$ cat src/rtl/leaf_stream_packetizer_if.sv
// Stream-in / packet-out bundle of the leaf packetizer.
// master: kernel+BFT side; slave: the packetizer.
interface leaf_stream_packetizer_if #(
  parameter int PAYLOAD_BITS = 32,
  parameter int PACKET_BITS  = 49
);
  logic [PAYLOAD_BITS-1:0] din_user;
  logic                    vld_user;
  logic                    ack_user;
  logic [PACKET_BITS-1:0]  dout_packet;
  logic                    packet_ack;

  modport master (
    output din_user,
    output vld_user,
    input  ack_user,
    input  dout_packet,
    output packet_ack
  );

  modport slave (
    input  din_user,
    input  vld_user,
    output ack_user,
    output dout_packet,
    input  packet_ack
  );
endinterface

$ cat src/rtl/leaf_stream_packetizer.sv
// Wraps user stream words into BFT packets for one dest leaf/port.
// Ports: clk, ap_rst_n, cfg_*, credit_update/count, s (stream+packet).
module leaf_stream_packetizer #(
  parameter int PACKET_BITS           = 49,
  parameter int PAYLOAD_BITS          = 32,
  parameter int NUM_LEAF_BITS         = 5,
  parameter int NUM_PORT_BITS         = 4,
  parameter int NUM_ADDR_BITS         = 7,
  parameter int FREESPACE_UPDATE_SIZE = 64,
  parameter int INIT_CREDITS          = 128
) (
  input  logic                     clk,
  input  logic                     ap_rst_n,
  input  logic                     cfg_wr_en,
  input  logic [NUM_LEAF_BITS-1:0] cfg_dest_leaf,
  input  logic [NUM_PORT_BITS-1:0] cfg_dest_port,
  output logic                     cfg_done,
  output logic                     cfg_err,
  leaf_stream_packetizer_if.slave  s,
  input  logic                     credit_update,
  output logic [NUM_ADDR_BITS:0]   credit_count
);

  localparam int CW = NUM_ADDR_BITS + 1;

  localparam logic [CW:0] UPD_W =
    FREESPACE_UPDATE_SIZE[CW:0];
  localparam logic [CW:0] INIT_W =
    INIT_CREDITS[CW:0];

  typedef enum logic {
    UNCFG,
    RUN
  } state_t;

  state_t                   state;
  logic [NUM_LEAF_BITS-1:0] leaf;
  logic [NUM_PORT_BITS-1:0] port;
  logic [NUM_ADDR_BITS-1:0] wr_ptr;

  logic                     out_valid;
  logic                     accept;
  logic                     reconfig;
  logic [NUM_LEAF_BITS-1:0] sel_leaf;
  logic [NUM_PORT_BITS-1:0] sel_port;
  logic [NUM_ADDR_BITS-1:0] sel_ptr;
  logic [CW:0]              cred_sum;
  logic [CW-1:0]            cred_next;
  logic [PACKET_BITS-1:0]   next_pkt;

  assign out_valid = s.dout_packet[PACKET_BITS-1];

  assign s.ack_user = (state == RUN)
                   && (credit_count != '0)
                   && (!out_valid || s.packet_ack);

  assign accept = s.vld_user && s.ack_user;

  // Idle reconfigure restarts pointer and credits; a word
  // accepted in that same cycle is sent with the new target.
  assign reconfig = (state == RUN) && cfg_wr_en
                 && !out_valid;

  assign sel_leaf = reconfig ? cfg_dest_leaf : leaf;
  assign sel_port = reconfig ? cfg_dest_port : port;
  assign sel_ptr  = reconfig ? '0 : wr_ptr;

  always_comb begin
    cred_sum = reconfig ? INIT_W : {1'b0, credit_count};
    if (credit_update && !reconfig) begin
      cred_sum = cred_sum + UPD_W;
    end
    if (accept) begin
      cred_sum = cred_sum - 1'b1;
    end
    // Saturate so returned credits never exceed the
    // remote buffer depth.
    if (cred_sum > INIT_W) begin
      cred_next = INIT_W[CW-1:0];
    end else begin
      cred_next = cred_sum[CW-1:0];
    end
  end

  assign next_pkt = {1'b1, sel_leaf, sel_port,
                     sel_ptr, s.din_user};

  always_ff @(posedge clk or negedge ap_rst_n) begin
    if (!ap_rst_n) begin
      state         <= UNCFG;
      leaf          <= '0;
      port          <= '0;
      wr_ptr        <= '0;
      credit_count  <= INIT_W[CW-1:0];
      s.dout_packet <= '0;
      cfg_done      <= 1'b0;
      cfg_err       <= 1'b0;
    end else begin
      cfg_err <= 1'b0;
      unique case (1'b1)
        (state == UNCFG): begin
          if (cfg_wr_en) begin
            state        <= RUN;
            leaf         <= cfg_dest_leaf;
            port         <= cfg_dest_port;
            wr_ptr       <= '0;
            credit_count <= INIT_W[CW-1:0];
            cfg_done     <= 1'b1;
          end
        end
        (state == RUN): begin
          if (cfg_wr_en && out_valid) begin
            cfg_err <= 1'b1;
          end
          if (reconfig) begin
            leaf <= cfg_dest_leaf;
            port <= cfg_dest_port;
          end
          credit_count <= cred_next;
          if (accept) begin
            wr_ptr <= sel_ptr + 1'b1;
          end else begin
            wr_ptr <= sel_ptr;
          end
          if (accept) begin
            s.dout_packet <= next_pkt;
          end else if (s.packet_ack) begin
            s.dout_packet <= '0;
          end
        end
        default: begin
          state <= UNCFG;
        end
      endcase
    end
  end

endmodule

$ cat src/flat_wrapper.sv
// flat-port wrapper written by rule: the top's interface ports become plain ports
module leaf_stream_packetizer_flat 
#(
  parameter int PACKET_BITS           = 49,
  parameter int PAYLOAD_BITS          = 32,
  parameter int NUM_LEAF_BITS         = 5,
  parameter int NUM_PORT_BITS         = 4,
  parameter int NUM_ADDR_BITS         = 7,
  parameter int FREESPACE_UPDATE_SIZE = 64,
  parameter int INIT_CREDITS          = 128
)
  (clk, ap_rst_n, cfg_wr_en, cfg_dest_leaf, cfg_dest_port, cfg_done, cfg_err, credit_update, credit_count, s_din_user, s_vld_user, s_ack_user, s_dout_packet, s_packet_ack);
  leaf_stream_packetizer_if #(.PAYLOAD_BITS(PAYLOAD_BITS), .PACKET_BITS(PACKET_BITS)) s_i ();
  input  logic clk;
  input  logic ap_rst_n;
  input  logic cfg_wr_en;
  input  logic [NUM_LEAF_BITS-1:0] cfg_dest_leaf;
  input  logic [NUM_PORT_BITS-1:0] cfg_dest_port;
  output logic cfg_done;
  output logic cfg_err;
  input  logic credit_update;
  output logic [NUM_ADDR_BITS:0] credit_count;
  input wire logic [$bits(s_i.din_user)-1:0] s_din_user;
  input wire logic [$bits(s_i.vld_user)-1:0] s_vld_user;
  output wire logic [$bits(s_i.ack_user)-1:0] s_ack_user;
  output wire logic [$bits(s_i.dout_packet)-1:0] s_dout_packet;
  input wire logic [$bits(s_i.packet_ack)-1:0] s_packet_ack;
  assign s_i.din_user = s_din_user;
  assign s_i.vld_user = s_vld_user;
  assign s_ack_user = s_i.ack_user;
  assign s_dout_packet = s_i.dout_packet;
  assign s_i.packet_ack = s_packet_ack;
  leaf_stream_packetizer #(.PACKET_BITS(PACKET_BITS), .PAYLOAD_BITS(PAYLOAD_BITS), .NUM_LEAF_BITS(NUM_LEAF_BITS), .NUM_PORT_BITS(NUM_PORT_BITS), .NUM_ADDR_BITS(NUM_ADDR_BITS), .FREESPACE_UPDATE_SIZE(FREESPACE_UPDATE_SIZE), .INIT_CREDITS(INIT_CREDITS)) u_core (.clk(clk), .ap_rst_n(ap_rst_n), .cfg_wr_en(cfg_wr_en), .cfg_dest_leaf(cfg_dest_leaf), .cfg_dest_port(cfg_dest_port), .cfg_done(cfg_done), .cfg_err(cfg_err), .s(s_i), .credit_update(credit_update), .credit_count(credit_count));
endmodule
$ cat config.mk
export PLATFORM = sky130hd
export DESIGN_NAME = leaf_stream_packetizer_flat
export DESIGN_NICKNAME = d
export VERILOG_FILES = /design/src/rtl/leaf_stream_packetizer_if.sv /design/src/rtl/leaf_stream_packetizer.sv /design/src/flat_wrapper.sv
export SDC_FILE = /design/constraint.sdc
export NUM_CORES = 1
export LEC_CHECK = 0
export CORE_UTILIZATION = 46
export DETAILED_ROUTE_END_ITERATION = 6
export GPL_ROUTABILITY_DRIVEN = 1
export PLACE_DENSITY_LB_ADDON = 0.15
export SLEW_MARGIN = 10
export SYNTH_ARGS = -nofsm -noshare
export SYNTH_HDL_FRONTEND = slang
export SYNTH_SLANG_ARGS = --single-unit
$ cat constraint.sdc
create_clock -name clk -period 3.1 [get_ports clk]
set_input_delay 0.62 -clock clk [delete_from_list [all_inputs] [get_ports clk]]
set_output_delay 0.62 -clock clk [all_outputs]
set_load 0.02 [all_outputs]
Word-level counts from Yosys, hierarchy flattened:

Index checks and enable logic that the tools add are counted.

* memories kept: 0
* input port bits: 47
* memory bits (writable): 0
* memory bits (read-only): 0
* latch bits: 0
* output and inout bits: 60
* register bits: 76

* divide/modulo/power cells: 0
* bitwise operators: 1
* magnitude comparators: 1
* reduce and logical (&&, ||, !) cells: 14
* multipliers: 0
* add/subtract/negate cells: 3
* eq/ne operators: 1
* multiplexer cells: 22
* shifts and indexed selects: 0

Operators by type and width (number)
* $mux W49: 2
* $mux W8: 3
* $mux W7: 3
* $mux W9: 2
* $pmux W8 S2: 1
* $pmux W7 S2: 1
* $mux W5: 2
* $pmux W5 S2: 1
* $add A9 B7 Y9 const B: 1
* $gt A9 B8 Y1 const B: 1
* $sub A9 B1 Y9 const B: 1
* $mux W4: 2
* $pmux W4 S2: 1
* $reduce_bool A8 Y1: 1
* $add A7 B1 Y7 const B: 1
* $logic_and A1 B1 Y1: 7
* $reduce_and A2 Y1: 2
* $mux W1: 3
* $logic_not A1 Y1: 2
* $ne A2 B2 Y1 const B: 1
* $pmux W1 S2: 1
* $reduce_bool A2 Y1: 1
* $logic_or A1 B1 Y1: 1
* $not A1 Y1: 1

Depth between registers and ports, before layout:

Gate-level depths: netlist of run 1.

* word-level depth: 10
* depth in mapped cells: 11
* mapped depth without buffers: 9

Least setup slack after synthesis of run 1:

OpenSTA, ideal clock, no wires.

* path type: flip-flop to flip-flop
* start point: reg u_core.state
* end point: reg u_core.credit_count[1]
* data arrival time: 2.656 ns
* stages on the path, launching flop included: 12
* required time: 2.999 ns
* setup slack: 0.343 ns
* cell sequence: dfrtp_1 > clkbuf_1 > nand3b_1 > clkbuf_1 > and2_1 > ha_1 > mux2i_1 > nand2_1 > nor4_1 > mux2i_1 > nand2_2 > o32ai_1

* longest elaborated chain between the ends: 10
* elaborated cells between the ends (all ways): 17
* classes of those cells: 2 x add/sub; 1 x order compare; 1 x eq/ne; 5 x mux; 1 x bitwise; 7 x reduce/logical

Ends and longest elaborated chain
* start, declared: RTL line leaf_stream_packetizer.sv:36 `state_t state;`
* start signal, assigned: RTL line leaf_stream_packetizer.sv:90 `state <= UNCFG;`
* start signal, assigned: RTL line leaf_stream_packetizer.sv:103 `state <= RUN;`
* start signal, assigned: RTL line leaf_stream_packetizer.sv:132 `state <= UNCFG;`
* $logic_and A1 B1 Y1: RTL line leaf_stream_packetizer.sv:61 `assign reconfig = (state == RUN) && cfg_wr_en`
* $logic_and A1 B1 Y1: RTL line leaf_stream_packetizer.sv:62 `&& !out_valid;`
* $mux W8 or $logic_not A1 Y1 (tied branches): RTL line leaf_stream_packetizer.sv:69, leaf_stream_packetizer.sv:70
* $add A9 B7 Y9 or $logic_and A1 B1 Y1 (tied branches): RTL line leaf_stream_packetizer.sv:71, leaf_stream_packetizer.sv:70
* $mux W9: RTL line leaf_stream_packetizer.sv:70 `if (credit_update && !reconfig) begin`
* $sub A9 B1 Y9: RTL line leaf_stream_packetizer.sv:74 `cred_sum = cred_sum - 1'b1;`
* $mux W9: RTL line leaf_stream_packetizer.sv:73 `if (accept) begin`
* $gt A9 B8 Y1: RTL line leaf_stream_packetizer.sv:78 `if (cred_sum > INIT_W) begin`
* $mux W8: RTL line leaf_stream_packetizer.sv:78
* $pmux W8 S2: RTL line leaf_stream_packetizer.sv:100 `unique case (1'b1)`
* end signal, assigned: RTL line leaf_stream_packetizer.sv:94 `credit_count <= INIT_W[CW-1:0];`
* end signal, assigned: RTL line leaf_stream_packetizer.sv:107 `credit_count <= INIT_W[CW-1:0];`
* end signal, assigned: RTL line leaf_stream_packetizer.sv:119 `credit_count <= cred_next;`
* end, declared: RTL line leaf_stream_packetizer.sv:21 `output logic [NUM_ADDR_BITS:0] credit_count`

Several ways; a longest one is shown, not always the timed one.
A chain may end at the register's enable or synchronous reset.

Worst setup path in the final report of run 1:

* start point: reg u_core.credit_count[4]
* end point: out s_ack_user

* longest elaborated chain between the ends: 3

Ends and longest elaborated chain
* $reduce_bool A8 Y1: RTL line leaf_stream_packetizer.sv:54 `&& (credit_count != '0)`
* $logic_and A1 B1 Y1: RTL line leaf_stream_packetizer.sv:54
* $logic_and A1 B1 Y1: RTL line leaf_stream_packetizer.sv:55 `&& (!out_valid || s.packet_ack);`
* end, declared: RTL line flat_wrapper.sv:25 `output wire logic [$bits(s_i.ack_user)-1:0] s_ack_user;`

No other way between the ends.

==> results.txt, run 1 <==
----------------------------------------------------
[Run status]
  Status ... complete, no violations

[Final layout]
  Ratio of cells with drive above 1 in the final layout ... 12.28%
  Count of fill cells added during filler insertion ... 535
  Number of nets in the layout ... 437
  Highest-count cells in the layout ignoring fill and taps ... 105 x clkdlybuf4s50_1, 75 x dfrtp_1, 39 x a22o_1
  Leading cell type in the layout, fill and taps excluded ... clkdlybuf4s50_1
  Core Util, Final ... 68.00%
  Total inserted antenna cells ... 0
  Post-route cell area ... 0.004671 mm2
  Count of non-filler cells in the finished layout ... 487
  Post-synthesis to final-layout area growth ... 41.72%

[Routing]
  Detailed-route wire length per cell ... 15.96 um
  DR DRC count ... 0
  Total number of vias ... 2603
  Vias per cell ... 5.345
  Initial DRT Pass Iterations ... 4
  Number of antenna-violating nets in the routed design ... 0
  Routed WL ... 7.773 mm
  Violation count after the first detailed-routing iteration ... 153

[Floorplanning]
  Area of the core ... 0.006869 mm2
  Effective utilization at floorplan ... 47.98%
  Width of the die ... 86.65 um
  Number of primary I/O pins ... 107
  Die Y-Extent ... 86.65 um
  Number of standard-cell rows in the floorplan ... 30
  Die area ... 0.007507 mm2

[Timing]
  Final Critical Period ... 2.843 ns
  Slew headroom ... 36.90%
  Unrepaired setup endpoints after global routing ... no
  Final hold violations ... 0
  Setup TNS ... 0 ns
  Setup violators final ... 0
  Post-route clock skew ... 0.01090 ns
  Maximum clock frequency ... 351.8 MHz
  Post-route fraction of the period consumed by the critical path ... 91.70%
  Slew at the pin closest to its max-slew limit ... 0.9465 ns
  Post-route setup slack ... 0.2574 ns
  Max Transition Viols Final ... 0

[Placement]
  RePlAce Congestion ... 0.8779
  HPWL after detailed placement ... 5.252 mm
  Dpl cells ... 471
  Count of port buffers added during placement ... 106
  Area after detailed placement ... 0.004467 mm2
  Post-place setup slack ... 0.06161 ns

[Yosys]
  Total standard cell area after synthesis ... 0.003296 mm2
  Share of async-settable or async-resettable flops after synthesis ... 100.0%
  Synthesized netlist net count ... 326
  Flop and latch count out of synthesis ... 76
  Post-synthesis area per instance ... 11.98 um2
  Part of the Yosys area used for sequential elements ... 57.74%
  Gate Count Post-Synth ... 275
  Library cells used by synthesis ... 50
  Ys flop type ... dfrtp_1
  EDFF count, synth ... 0
  Yosys synthesis warning count ... 0

[Critical path]
  CP Data Arrival Time ... 2.22 ns
  Crit Path Class ... flop to output port
  Biggest fanout along the worst timing path ... 7
  Capturing element type of the critical path ... output port
  Crit path required time ... 2.48 ns
  Worst Setup Start Kind ... flop

[Global routing]
  Overflow after GRT ... 0
  GRT Overall Usage ... 21.89%
  Via count of the first global-routing pass ... 2508
  Largest net degree at the start of global routing ... 77
  First-pass GRT wire length ... 12.51 mm
  Initial antenna violation count ... 0

[Clock tree]
  Setup Buffers After CTS ... 0
  TritonCTS Buffers ... 9
  Post-CTS Hold Buffers ... 0
  Clock buffer depth ... 2
  Worst-path clk slew ... 0.09 ns
  Clock latency on the worst-skew pair ... 0.35 ns
  CTS H-Tree Depth ... 3
  Clock Root Buffer ... clkbuf_8
  CTS sink count ... 76
  Total of cells resized after clock tree synthesis ... 0
  CTS tree ... yes

[Pwr]
  Largest voltage drop on the vdd net ... 0.4979 mV
  Leakage ... 2.066 nW
  Power Density ... 947.6 mW/mm2

[Min path]
  Tightest Hold Check Type ... primary input to asynchronous set/reset pin

[Flow run]
  Number of violations of the max-capacitance limit ... 0

----------------------------------------------------
-- routing by layer --
metal	GRT usage [%]	part of all wire (%)	vias up
met4	6.818	0.84	0
met5	0	0	-
li1	-	-	1241
met3	5.905	5.4	4
met1	29.77	44	1287
met2	34.42	50	71
-- per-stage QoR --
| stage | power [mW] | hold slack [ns] |
|---|---|---|
| 2_1_floorplan | 2.835 | 0.3244 |
| 3_3_place_gp | 3.633 | 0.4629 |
| 3_5_place_dp | 3.669 | 0.4678 |
| 4_1_cts | 4.474 | 0.4429 |
| 5_1_grt | 4.698 | 0.4846 |
| 6_report | 4.426 | 0.3783 |
-- critical path, cell delays in order (launching register included) --
cell             delay [ns]
dfrtp_1                0.45
or4_4                  0.59
o211a_4                0.30
clkdlybuf4s50_1        0.54
-- cells in the mapped netlist, drive strengths merged (2+ instances only) --
| cell type | n | share of area (%) |
|---|---|---|
| dfrtp | 75 | 57 |
| a22o | 39 | 10 |
| nand2 | 31 | 3.7 |
| o21ai | 18 | 3.0 |
| mux2i | 11 | 3.3 |
| clkbuf | 10 | 1.1 |
| mux2 | 10 | 3.4 |
| buf | 8 | 2.0 |
| a31oi | 6 | 1.1 |
| inv | 6 | 0.68 |
| nand3 | 5 | 0.76 |
| nor2 | 5 | 0.57 |
| ha | 4 | 1.5 |
| a21oi | 3 | 0.46 |
| and2 | 3 | 0.57 |
| and3 | 3 | 0.72 |
| nand2b | 3 | 0.57 |
| nor3 | 3 | 0.46 |
| a22oi | 2 | 0.46 |
| a41oi | 2 | 0.53 |
| nand3b | 2 | 0.46 |
| nand4 | 2 | 0.38 |
| o211a | 2 | 0.84 |
| o22ai | 2 | 0.38 |
| o31a | 2 | 0.53 |
| o31ai | 2 | 0.46 |
| or4 | 2 | 0.57 |
| xor2 | 2 | 0.53 |
-- where the power goes --
part           internal (mW)  total, mW  switching (mW)  leakage [nW]
sequential              1.33       1.57           0.240         0.980
clock                  0.385      0.779           0.395         0.103
combinational           1.02       2.08            1.06         0.983
total                   2.73       4.43            1.70          2.07
-- logic make-up (layout without fill, tap and decap cells) --
group           after synthesis  after routing  share of synthesized area, %
compound gates               87             87                         20.46
flops                        76             76                         57.75
simple gates                 61             61                         9.111
buf+inv                      24            140                         3.872
mux                          21             21                         6.758
fa+ha+maj                     4              4                         1.519
xor+xnor                      2              2                        0.5316
-- final cells by class --
type                       instances  area [um2]  area share [%]
timing repair buffer             118        1149           24.59
sequential                        76        1903           40.74
inverter                           6       22.52          0.4822
clock inverter                     7       80.08           1.714
clock buffer                       9       123.9           2.652
multi-input combinational        175        1272           27.24
tap                               96       120.1           2.572
-- flip-flops by register name, summed over array words and instances (netlist names) --
name	count
u_core.port	4
u_core.leaf	5
u_core.cfg_done	1
u_core.s.dout_packet	49
u_core.wr_ptr	7
u_core.state	1
u_core.cfg_err	1
u_core.credit_count	8
-- worst paths after layout --
| check | startpoint | end | slack, ns | cells after the start |
|---|---|---|---|---|
| worst min register to register | u_core.cfg_done | u_core.cfg_done | 0.48 | 1 |
| worst min-delay path | ap_rst_n | u_core.credit_count[6] | 0.38 | 1 |
| min in group clk | u_core.cfg_done | u_core.cfg_done | 0.48 | 1 |
| max in group asynchronous | ap_rst_n | u_core.leaf[2] | 2.07 | 1 |
| worst max register to register | u_core.credit_count[4] | u_core.s.dout_packet[42] | 0.44 | 8 |
| worst max-delay path | u_core.credit_count[4] | s_ack_user | 0.26 | 3 |
Power figures use the tool's default switching activity.
==> run 2: changes to the inputs <==
CORE_MARGIN = 4   (was unset)
==> run 2 against run 1 <==
Non-clock buffer count decreased by 2. Combinational power about the same. Global-route usage decreased by 2.0 points. Sequential share of layout area unchanged. Largest cell class unchanged.
==> results.txt, run 2 (synthesis gave the netlist of run 1 again) <==
----------------------------------------------------
[Run status]
  Status ... complete, no violations

[Final layout]
  Max FFs per register ... 49 (unchanged)
  Count of non-filler cells in the finished layout ... 485 (-0.41%)
  Number of nets in the layout ... 435 (-0.46%)
  Largest register by flop count ... u_core.s.dout_packet
  Ratio of cells with drive above 1 in the final layout ... 11.83% (-0.45 points)
  Biggest registers after layout ... u_core.s.dout_packet: 49 flops, u_core.credit_count: 8 flops, u_core.wr_ptr: 7 flops
  Highest-count cells in the layout ignoring fill and taps ... 105 x clkdlybuf4s50_1, 75 x dfrtp_1, 39 x a22o_1
  Post-synthesis to final-layout area growth ... 41.72% (unchanged)
  Total inserted antenna cells ... 0 (unchanged)
  Leading cell type in the layout, fill and taps excluded ... clkdlybuf4s50_1

[Global routing]
  Via count of the first global-routing pass ... 2683 (+7.0%)
  First-pass GRT wire length ... 13.69 mm (+9.4%)
  Overflow after GRT ... 0 (unchanged)
  GR Util met1 ... 26.61% (-3.2 points)
  Routing usage on met2 ... 31.78% (-2.6 points)
  Largest net degree at the start of global routing ... 77 (unchanged)
  Most Used Layer, Global Route ... met2
  Met3 routing resource usage after global routing ... 4.874% (-1.0 points)
  GRT Overall Usage ... 19.86% (-2.0 points)
  Initial antenna violation count ... 0 (unchanged)

[Placement]
  HPWL after detailed placement ... 5.728 mm (+9.1%)
  RePlAce Congestion ... 0.9234 (+5.2%)
  Dpl cells ... 469 (-0.42%)
  Count of port buffers added during placement ... 106 (unchanged)

[Timing]
  Slew at the pin closest to its max-slew limit ... 0.9335 ns (-0.01304 ns)
  Final Critical Period ... 2.866 ns (+0.02324 ns)
  Setup violators final ... 0 (unchanged)
  Setup TNS ... 0 ns (unchanged)
  Post-route fraction of the period consumed by the critical path ... 92.45% (+0.75 points)
  Final hold violations ... 0 (unchanged)
  Max Transition Viols Final ... 0 (unchanged)
  Slew headroom ... 37.77% (+0.87 points)
  Post-route clock skew ... 0.01284 ns (+0.001935 ns)
  Unrepaired setup endpoints after global routing ... no
  Maximum clock frequency ... 348.9 MHz (-0.81%)

[Routing]
  Vias per cell ... 5.565 (+4.1%)
  Initial DRT Pass Iterations ... 4 (unchanged)
  Detailed-route wire length per cell ... 17.16 um (+7.5%)
  Routed WL ... 8.324 mm (+7.1%)
  Violation count after the first detailed-routing iteration ... 125 (-18%)
  Total number of vias ... 2699 (+3.7%)
  DR DRC count ... 0 (unchanged)
  Number of antenna-violating nets in the routed design ... 0 (unchanged)

[Clock tree]
  CTS tree ... yes
  Clock Root Buffer ... clkbuf_8
  Total of cells resized after clock tree synthesis ... 0 (unchanged)
  TritonCTS Buffers ... 9 (unchanged)
  Clock buffer depth ... 2 (unchanged)
  Setup Buffers After CTS ... 0 (unchanged)
  CTS H-Tree Depth ... 3 (unchanged)
  Worst-path clk slew ... 0.09 ns (about the same)
  CTS sink count ... 76 (unchanged)
  Clock latency on the worst-skew pair ... 0.35 ns (about the same)
  Post-CTS Hold Buffers ... 0 (unchanged)

[Critical path]
  Crit Path Class ... flop to output port
  Biggest fanout along the worst timing path ... 9 (+2)
  Origin of the critical flop-to-flop path ... u_core.credit_count[3]
  Capturing element type of the critical path ... output port
  Launching instance or port of the critical path ... u_core.credit_count[3]
  Worst Setup Start Kind ... flop
  CP Data Arrival Time ... 2.25 ns (+0.03 ns)
  Crit path required time ... 2.48 ns (about the same)

[Floorplanning]
  Area of the core ... 0.006869 mm2 (unchanged)
  Effective utilization at floorplan ... 47.98% (unchanged)
  Number of standard-cell rows in the floorplan ... 30 (unchanged)
  Width of the die ... 92.65 um (+6.9%)
  Number of primary I/O pins ... 107 (unchanged)
  Die area ... 0.008583 mm2 (+14%)
  Die Y-Extent ... 92.65 um (+6.9%)

[Pwr]
  Largest voltage drop on the vdd net ... 0.5444 mV (+9.3%)
  Power Density ... 952.7 mW/mm2 (+0.54%)
  Leakage ... 2.057 nW (-0.43%)

[Flow run]
  Number of violations of the max-capacitance limit ... 0 (unchanged)

[Min path]
  Tightest Hold Check Type ... primary input to asynchronous set/reset pin

----------------------------------------------------
==> run 2: area by class of cell <==
type,instances,area [um2]
clock inverters,7,82.58
inverters,6,22.52
repair buffers,116,1146
clock buffers,9,123.9
well taps,96,120.1
fillers,518,2198
multi-input cells,175,1272
flip-flops and latches,76,1903
==> run 2: power breakdown <==
group          switching, mW  internal (mW)  leakage [nW]
Clock                  0.402          0.384        0.0984
Sequential             0.242           1.33         0.980
Combinational           1.08           1.01         0.979
==> run 2: worst paths after layout <==
kind / cells after the start / slack (ns) / end
max in group asynchronous: 1 / 2.09 / u_core.s.dout_packet[30]
setup / recovery: 3 / 0.23 / s_ack_user
min in group clk: 1 / 0.48 / u_core.cfg_done
setup reg to reg: 6 / 0.49 / u_core.s.dout_packet[32]
hold reg to reg: 1 / 0.48 / u_core.cfg_done
hold / removal: 1 / 0.41 / u_core.credit_count[6]
==> run 2: routing by layer <==
layer / vias to the layer above / wire length [um]
li1: 1240 / -
met1: 1356 / 3572
met2: 90 / 4115
met3: 13 / 532
met4: 0 / 104
met5: - / 0
==> run 2: through the flow <==
step	hold slack [ns]	util, %	instance area [um2]	power [mW]	setup slack, ns
5_1_grt	0.4775	68.00	4671	4.724	0.1217
3_3_place_gp	0.4675	64.99	4464	3.636	0.1249
3_5_place_dp	0.4699	64.99	4464	3.688	0.05807
4_1_cts	0.4445	68.00	4671	4.481	0.2249
6_report	0.4147	68.00	4671	4.450	0.2342
2_1_floorplan	0.3244	-	3296	2.835	0.3433
==> run 2: critical path: stages, from the launching register on <==
cell             delay, ns
dfrtp_1               0.49
or4_4                 0.57
o211a_4               0.30
clkdlybuf4s50_1       0.54
